`config.mk`:
```
export PLATFORM = sky130hd
export DESIGN_NAME = fetch_unit
export DESIGN_NICKNAME = d
export VERILOG_FILES = /design/src/rtl/cpu_pkg.sv /design/src/rtl/fetch_unit.sv
export SDC_FILE = /design/constraint.sdc
export NUM_CORES = 1
export LEC_CHECK = 0
export CORE_MARGIN = 8
export CORE_UTILIZATION = 44
export CTS_BUF_LIST = sky130_fd_sc_hd__clkbuf_8 sky130_fd_sc_hd__clkbuf_16
export DETAILED_ROUTE_END_ITERATION = 6
export MAX_ROUTING_LAYER = met4
export PLACE_DENSITY = 0.8
export SYNTH_ARGS = -nofsm -noshare
export SYNTH_HDL_FRONTEND = slang
export SYNTH_SLANG_ARGS = --single-unit
```
`constraint.sdc`:
```
create_clock -name clk -period 4.7 [get_ports clk]
set_input_delay 0.47 -clock clk [delete_from_list [all_inputs] [get_ports clk]]
set_output_delay 0.47 -clock clk [all_outputs]
set_load 0.05 [all_outputs]
```
`src/rtl/cpu_pkg.sv`:
```
// Shared definitions for the 8-bit processor: fetch FSM states, default widths
// and the opcode field layout used by fetch, resolver and decoder.
package cpu_pkg;

  typedef enum logic [1:0] {
    RESET = 2'd0,
    FETCH = 2'd1,
    ISSUE = 2'd2
  } fetch_state_t;

  localparam int DEF_ADDR_W  = 8;
  localparam int DEF_INSTR_W = 16;
  localparam int DEF_CNT_W   = 16;

  // Opcode is the top OP_W bits of the instruction; the resolver only needs
  // the upper OP_TAG_W of those (opcode without its LSB).
  localparam int OP_W     = 6;
  localparam int OP_TAG_W = 5;

endpackage

```
`src/rtl/fetch_unit.sv`:
```
// Program counter and instruction-fetch stage: fetches the word at pc over a
// req/ack memory handshake and issues it downstream over valid/ready.
module fetch_unit
  import cpu_pkg::*;
#(
  parameter int ADDR_W  = DEF_ADDR_W,
  parameter int INSTR_W = DEF_INSTR_W,
  parameter int CNT_W   = DEF_CNT_W
) (
  input  logic                clk,
  input  logic                rst,
  input  logic [ADDR_W-1:0]   next_addr,
  output logic                imem_req,
  output logic [ADDR_W-1:0]   imem_addr,
  input  logic                imem_ack,
  input  logic [INSTR_W-1:0]  imem_rdata,
  output logic                instr_valid,
  input  logic                instr_ready,
  output logic [INSTR_W-1:0]  instr,
  output logic [OP_TAG_W-1:0] op,
  output logic [ADDR_W-1:0]   pc,
  output logic [CNT_W-1:0]    retired
);

  fetch_state_t       state_q;
  logic [ADDR_W-1:0]  pc_q;
  logic [INSTR_W-1:0] instr_q;
  logic [CNT_W-1:0]   retired_q;
  logic [CNT_W-1:0]   retired_d;
  logic               imem_req_q;
  logic               instr_valid_q;

  // Retired count wraps naturally modulo 2^CNT_W.
  always_comb begin
    retired_d = retired_q + {{(CNT_W-1){1'b0}}, 1'b1};
  end

  // Fetch FSM; req/valid are registered alongside the state so they never overlap.
  always_ff @(posedge clk) begin
    if (rst) begin
      state_q       <= RESET;
      pc_q          <= {ADDR_W{1'b0}};
      instr_q       <= {INSTR_W{1'b0}};
      retired_q     <= {CNT_W{1'b0}};
      imem_req_q    <= 1'b0;
      instr_valid_q <= 1'b0;
    end else begin
      case (state_q)
        RESET: begin
          state_q       <= FETCH;
          imem_req_q    <= 1'b1;
          instr_valid_q <= 1'b0;
        end
        FETCH: begin
          if (imem_ack) begin
            instr_q       <= imem_rdata;
            state_q       <= ISSUE;
            imem_req_q    <= 1'b0;
            instr_valid_q <= 1'b1;
          end else begin
            state_q       <= FETCH;
            imem_req_q    <= 1'b1;
            instr_valid_q <= 1'b0;
          end
        end
        ISSUE: begin
          // next_addr is sampled only on the accept edge.
          if (instr_ready) begin
            pc_q          <= next_addr;
            retired_q     <= retired_d;
            state_q       <= FETCH;
            imem_req_q    <= 1'b1;
            instr_valid_q <= 1'b0;
          end else begin
            state_q       <= ISSUE;
            imem_req_q    <= 1'b0;
            instr_valid_q <= 1'b1;
          end
        end
        default: begin
          state_q       <= RESET;
          imem_req_q    <= 1'b0;
          instr_valid_q <= 1'b0;
        end
      endcase
    end
  end

  assign imem_req    = imem_req_q;
  assign imem_addr   = pc_q;
  assign instr_valid = instr_valid_q;
  assign instr       = instr_q;
  assign op          = instr_q[INSTR_W-1 -: OP_TAG_W];
  assign pc          = pc_q;
  assign retired     = retired_q;

endmodule

```
### After elaboration in Yosys (flattened, before gate mapping)

Cells that the tools add are included.
Widths: inputs -> output; s select.

| word-level totals | value |
|---|---|
| register bits after elaboration | 44 |
| input port bits | 28 |
| logic and storage cells | 21 |

| cells by class | value |
|---|---|
| $add $sub $neg | 1 |
| equality and inequality tests | 2 |
| multiplexer cells | 9 |
| reductions and logical operators | 3 |

Operators by type and width:

| kind | count |
|---|---|
| $add 16x1->16 const B | 1 |
| $pmux 2 s3 | 1 |
| $mux 1 | 4 |
| $mux 2 | 2 |
| $reduce_and 2->1 | 2 |
| $pmux 1 s3 | 1 |
| $eq 2x1->1 const B | 1 |
| $eq 2x2->1 const B | 1 |
| $logic_not 2->1 | 1 |
| $pmux 1 s2 | 1 |

### Logic depth before layout (Yosys ltp)

Gate-level depths: netlist of run 1.

| logic depth | value |
|---|---|
| depth in word-level cells | 2 |
| gate-level depth with buffers | 7 |

### Least setup slack after synthesis of run 1

OpenSTA, ideal clock, no wires.

| path | value |
|---|---|
| kind | reg-to-reg |
| start point | register retired_q[3], in the netlist retired[3] |
| end point | register retired_q[15], in the netlist retired[15] |
| library setup time | 70 ps |
| arrival time | 1,817 ps |
| data required time | 4,630 ps |
| path slack | 2,812 ps |
| cell stages (with the launch flop) | 5 |
| path buffers | 0 |
| path through | dfxtp_1 -> nand4_4 -> or3_1 -> or3_1 -> a21oi_1 |

| between the ends | value |
|---|---|
| cells in the longest elaborated chain, start to end | 1 |

RTL lines:

| what | line | source |
|---|---|---|
| start: declaration | fetch_unit.sv:28 | `logic [CNT_W-1:0] retired_q;` |
| start signal: assignment | fetch_unit.sv:44 | `retired_q <= {CNT_W{1'b0}};` |
| start signal: assignment | fetch_unit.sv:70 | `retired_q <= retired_d;` |
| $add 16x1->16 | fetch_unit.sv:35 | `retired_d = retired_q + {{(CNT_W-1){1'b0}}, 1'b1};` |

No other way between the ends.
A chain may end at the register's enable or synchronous reset.

### Final worst setup path of run 1

| path | value |
|---|---|
| start point | register retired_q[2], in the netlist retired[2] |
| end point | output port retired[2] |

RTL lines:

| what | line | source |
|---|---|---|
| end: declaration | fetch_unit.sv:22 | `output logic [CNT_W-1:0] retired` |

No word-level cell between the ends.

==> results.py, run 1 <==
metrics = {
    "detailed_routing": {
        "first_pass_iters": 4,
        "dr_wl_met2_um": 2140,
        "num_vias": 1626,
        "drc": 0,
        "ant_nets": 0,
        "wl_met3_um": 471,
        "wl_um": 4670,
        "wl_met1_um": 2000,
        "wl_per_cell_um": 14.1,
        "highest_layer": "met4",
        "drt_iter0_markers": 74,
        "viasPerCell": 4.91,
    },
    "place": {
        "place.gp.congestion": 0.796,
        "placedCellCount": 325,
        "place_hpwl_um": 3480,
        "portBuffers": 82,
        "dp_slack_ns": 2.65,
        "placed_area_um2": 2560,
    },
    "die": {
        "start_util_pct": 45.6,
        "row_count": 23,
        "fp.dieH_um": 80.1,
        "die_w_um": 80.1,
        "ioPinCount": 83,
        "dieArea_um2": 6420,
        "fp.coreArea_um2": 3970,
    },
    "worst_setup_path": {
        "path_class": "reg2out",
        "worstPathMaxFanout": 7,
        "reg2reg_from": "state_q[0]",
        "crit_chain": "clkdlybuf4s50_1",
        "worst_setup_path_start_kind": "flip-flop",
        "end_kind": "primary output",
        "required_ns": 4.23,
        "crit_buf_inv": 1,
        "path_depth": 1,
        "setup.worst_path.start": "retired[2]",
        "critPathTopFamily": "buffers and inverters",
        "slowest_stage": "clkdlybuf4s50_1",
        "arrival_ns": 1.65,
        "r2r_end": "retired[11]",
        "r2r_setup_slack_ns": 2.98,
        "max_stage_delay_ns": 0.87,
        "reg2reg_depth": 6,
        "critPathCapture": "retired[2]",
    },
    "clock_tree": {
        "cts_tree": "built",
        "cts_buffers": 5,
        "postCtsHoldBufs": 0,
        "h-tree-depth": 2,
        "insertion_delay_ns": 0.29,
        "cts.clk_slew.worst_paths_ns": 0.07,
        "cts_resized": 0,
        "cts_buffer_depth": 2,
        "post_cts_buffers": 0,
        "cts.sinks": 43,
        "cts_root_buf": "clkbuf_8",
    },
    "job": {
        "maxCapViolCount": 0,
    },
    "final_layout": {
        "layout-drive-gt1-share_pct": 3.56,
        "seq_area_um2": 861,
        "multi_input_area_um2": 798,
        "area_delta_synth_final_pct": 45.8,
        "finalInstanceArea_um2": 2640,
        "final_cells": 331,
        "antennaDiodeCount": 0,
        "finish.utilization_pct": 66.4,
        "layout.nets": 315,
        "n_fill_cell": 345,
    },
    "global_route": {
        "grt_first_pass_wirelength_um": 7780,
        "grt_remaining_overflow": 0,
        "grt_max_degree": 44,
        "grt_usage_pct": 15.6,
        "grt_antenna_before_repair": 0,
        "grt_pass1_vias": 1748,
    },
    "timing": {
        "rsz0062_at_grt": "no",
        "slew_headroom_pct": 60.3,
        "period_needed_ns": 2.12,
        "fin_hold_ws_ns": 0.454,
        "tightest_slew_ns": 0.596,
        "finalClockSkew_ns": 0.00542,
        "fin_crit_sh_pct": 45.2,
        "finalSetupTns_ns": 0,
        "setup_viol": 0,
        "timing_hold_violations_final": 0,
        "finalMaxSlewViolations": 0,
        "fmax_mhz": 471,
        "setup_ws_ns": 2.58,
    },
    "synth": {
        "yosysMostFrequentCell": "nand2_1",
        "synthSimpleGateAreaFrac_pct": 26.0,
        "synth_warnings": 0,
        "synth_top_family_by_area": "simple AND/OR/NAND/NOR gates",
        "synth_xor_area_share_pct": 5.81,
        "synthMuxAreaShare_pct": 0,
        "ys_types": 24,
        "synth_area_leaders": "dfxtp_1 48%, nand2_1 11%, a21oi_1 8.0%",
        "synth_nets": 248,
        "synth-async-reset-ratio_pct": 0,
        "synth-seq-cells": 43,
        "synth_adder_area_share_pct": 3.46,
        "synthCells": 215,
        "synth-edff-count": 0,
        "yosysTopAreaCell": "dfxtp_1",
        "avgSynthCellArea_um2": 8.42,
        "ys_top_cells_by_count": "54 x nand2_1, 43 x dfxtp_1, 29 x a21oi_1",
        "syn_area_um2": 1810,
        "synth_top_flop_cell": "dfxtp_1",
        "synth_compound_area_share_pct": 8.85,
        "synth_seq_area_share_pct": 47.6,
        "synth_top_area_share_pct": 47.6,
    },
    "power": {
        "power_uw": 729,
        "leakage_nw": 0.925,
        "power_density_nw_per_um2": 276,
        "vdd_drop_max_mv": 0.210,
    },
    "outcome": {
        "status": "completed",
    },
    "min_path": {
        "hold_path.class": "reg2reg",
        "holdCritStartpoint": "instr[9]",
    },
}
layout make-up:
type,instances,area share (%)
flip-flops and latches,43,32.6
repair buffers,83,31.4
multi-input cells,145,30.3
clock buffers,5,2.61
well taps,50,2.37
inverters,4,0.569
clock inverters,1,0.142
layout by cell type, fill, tap and decap left out:
cell	Yosys	final
clkbuf_8	0	5
and4_2	1	1
or3_2	1	1
nand4_4	2	2
clkdlybuf4s50_1	0	82
nor4_1	1	1
buf_4	13	1
nand4_1	4	4
xor2_1	6	6
nand2_1	54	54
nor4b_1	2	2
and4_1	1	1
or3_1	4	4
inv_1	4	5
xnor2_1	6	6
nor3_1	4	4
nor3b_1	2	2
and2_1	3	3
dfxtp_1	43	43
nand3_1	4	4
a21oi_1	29	29
o21ai_0	3	3
nor2b_1	1	1
ha_1	5	5
nor2_1	12	12
power breakdown:
| group | internal, mW | switching [mW] |
|---|---|---|
| sequential | 0.375 | 0.00722 |
| combinational | 0.0534 | 0.0841 |
| clock | 0.0969 | 0.112 |
state kept, by name, indices dropped and copies added, names as in the netlist:
name         flops
instr           16
retired         16
imem_addr        8
state_q          2
instr_valid      1
cells by family after synthesis:
group           Yosys count
fa+ha+maj                 5
buf+inv                  27
xor+xnor                 12
simple gates             96
flops                    43
compound gates           32
routing by layer:
layer  vias up  GRT usage, %
met5         -             -
met4         0          4.91
met3         6          7.03
met2        62          25.0
met1       730          16.8
li1        828             -
how the worst min path moves through the flow:
| stage | endpoint | cells past startpoint |
|---|---|---|
| after detailed placement | instr[5] | 2 |
| after global routing | instr[0] | 2 |
| after CTS | instr[9] | 2 |
| after global placement | instr[0] | 2 |
| after floorplan | state_q[0] | 2 |
| final | instr[9] | 2 |
worst min-delay path: stages (launching register included):
cell and delay, ns:
dfxtp_1 0.31, nand2_1 0.05, a21oi_1 0.05
(Power assumes the default switching activity.)
==> run 2, diff against run 1 <==
Settings changed: CORE_UTILIZATION 44 to 37, PLACE_DENSITY 0.8 to 0.72.
Clock period 4.7 ns to 1.7 ns, I/O delays scaled along.
==> run 2 against run 1 <==
Compared with the run above:
- clock skew shrank 0.0013 ns
- combinational power grew to 2.8 times the previous value
- largest cell class unchanged
- critical path type unchanged
- sequential power grew to 2.8 times the previous value
- clock power grew to 2.9 times the previous value
- non-clock buffer count grew 6
- critical path depth is the same
- wire length is essentially flat
- global-route usage shrank 2.6 points
==> results.py, run 2 (same netlist as run 1, synthesis figures left out) <==
metrics = {
    "timing": {
        "setup_viol": 0,
        "timing_hold_violations_final": 0,
        "slew_headroom_pct": 64.4,
        "fmax_mhz": 611,
        "rsz0062_at_grt": "yes",
        "setup_ws_ns": 0.0629,
        "finalMaxSlewViolations": 0,
        "fin_crit_sh_pct": 96.3,
        "tightest_slew_ns": 0.533,
        "finalClockSkew_ns": 0.00411,
        "period_needed_ns": 1.64,
    },
    "die": {
        "die_w_um": 85.9,
        "row_count": 25,
        "start_util_pct": 38.3,
        "fp.dieH_um": 85.9,
        "fp.coreArea_um2": 4720,
        "ioPinCount": 83,
        "dieArea_um2": 7380,
    },
    "worst_setup_path": {
        "r2r_end": "retired[6]",
        "reg2reg_depth": 5,
        "reg2reg_from": "state_q[0]",
        "slowest_stage": "clkdlybuf4s50_1",
        "worstPathMaxFanout": 3,
        "r2r_setup_slack_ns": 0.09,
        "critPathTopFamily": "buffers and inverters",
        "required_ns": 1.53,
        "crit_chain": "clkdlybuf4s50_1",
        "end_kind": "primary output",
        "arrival_ns": 1.47,
        "worst_setup_path_start_kind": "flip-flop",
        "max_stage_delay_ns": 0.82,
        "crit_buf_inv": 1,
        "path_class": "reg2out",
    },
    "place": {
        "place_hpwl_um": 3530,
        "portBuffers": 82,
        "dp_slack_ns": 0.00659,
        "place.gp.congestion": 0.715,
        "placed_area_um2": 2610,
    },
    "clock_tree": {
        "h-tree-depth": 2,
        "post_cts_buffers": 0,
        "cts_resized": 0,
        "cts_root_buf": "clkbuf_8",
        "insertion_delay_ns": 0.28,
        "postCtsHoldBufs": 0,
        "cts.clk_slew.worst_paths_ns": 0.08,
        "cts_buffers": 5,
        "cts_buffer_depth": 2,
        "cts_tree": "built",
        "cts.sinks": 43,
    },
    "detailed_routing": {
        "num_vias": 1607,
        "viasPerCell": 4.51,
        "drc": 0,
        "first_pass_iters": 4,
        "wl_per_cell_um": 13.1,
        "drt_iter0_markers": 42,
        "ant_nets": 0,
        "wl_um": 4670,
    },
    "global_route": {
        "grt_antenna_before_repair": 0,
        "grt_pass1_vias": 1573,
        "grt_max_degree": 44,
        "grt_first_pass_wirelength_um": 7560,
        "grt_usage_pct": 13.0,
        "grt_remaining_overflow": 0,
    },
    "final_layout": {
        "multi_input_area_um2": 798,
        "seq_area_um2": 875,
        "finalInstanceArea_um2": 2690,
        "n_fill_cell": 422,
        "layout_commonest_cell": "clkdlybuf4s50_1",
        "layout.nets": 321,
        "final_cell_mix": "62 x clkdlybuf4s50_1, 54 x nand2_1, 32 x dfxtp_1",
        "area_delta_synth_final_pct": 48.6,
        "layout-drive-gt1-share_pct": 16.6,
        "antennaDiodeCount": 0,
    },
    "min_path": {
        "min_to": "instr[7]",
        "holdCritStartpoint": "imem_rdata[7]",
        "hold_path.class": "in2reg",
        "min_path_cells": 3,
    },
    "power": {
        "vdd_drop_max_mv": 0.454,
        "power_mw": 2.04,
        "power_density_nw_per_um2": 760,
        "leakage_nw": 1.02,
    },
    "job": {
        "maxCapViolCount": 0,
    },
    "outcome": {
        "status": "completed",
    },
}
==> run 2: cell types whose count changed in the layout (fill, tap and decap cells not counted) <==
cell	delta
clkinv_2	+1
clkdlybuf4s50_1	-20
dfxtp_1	-11
buf_4	+25
buf_12	+1
dfxtp_2	+11
inv_1	+1
==> run 2: layout make-up <==
type,instances,share of cell area [%]
sequential,43,32.5
timing repair buffer,89,31.1
multi-input combinational,145,29.7
tap,67,3.12
clock buffer,5,2.56
inverter,4,0.558
clock inverter,3,0.465
==> run 2: stage by stage <==
step / hold WS (ns) / std cells / util (%) / setup TNS, ns
floorplan: 0.306 / 215 / - / -0.0594
global placement: 0.441 / 348 / 55.2 / 0
detailed placement: 0.448 / 348 / 55.2 / 0
CTS: 0.418 / 356 / 56.9 / 0
global route: 0.436 / 356 / 56.9 / -0.0720
finish: 0.427 / 356 / 56.9 / 0
==> run 2: worst max-delay path by stage <==
stage	end	startpoint	cells after the start	slack (ns)
finish	imem_addr[6]	imem_addr[6]	1	0.06
floorplan	retired[15]	retired[10]	4	-0.02
global placement	retired[6]	instr_ready	4	0.08
CTS	op[4]	instr[15]	1	0.04
global route	retired[6]	state_q[0]	5	-0.04
detailed placement	retired[6]	instr_ready	4	0.007
==> run 2: report_power, final <==
group          leakage (nW)  internal (mW)  switching [mW]
clock network        0.0505          0.276           0.324
logic                 0.613          0.153           0.233
registers             0.354           1.04          0.0201
==> run 2: metal layers <==
layer	share of wire [%]	up-vias	track usage, %	wire length [um]
met1	46	713	15.9	2150
met2	44	50	19.2	2070
met3	8.1	7	4.11	380
met5	0	-	-	0
met4	1.5	0	5.25	68
li1	-	837	-	-
==> run 3, diff against run 2 <==
Settings changed: GPL_ROUTABILITY_DRIVEN set to 0.
==> results of run 3 <==
No change in the layout: final DEF, timing and power equal those of run 2.
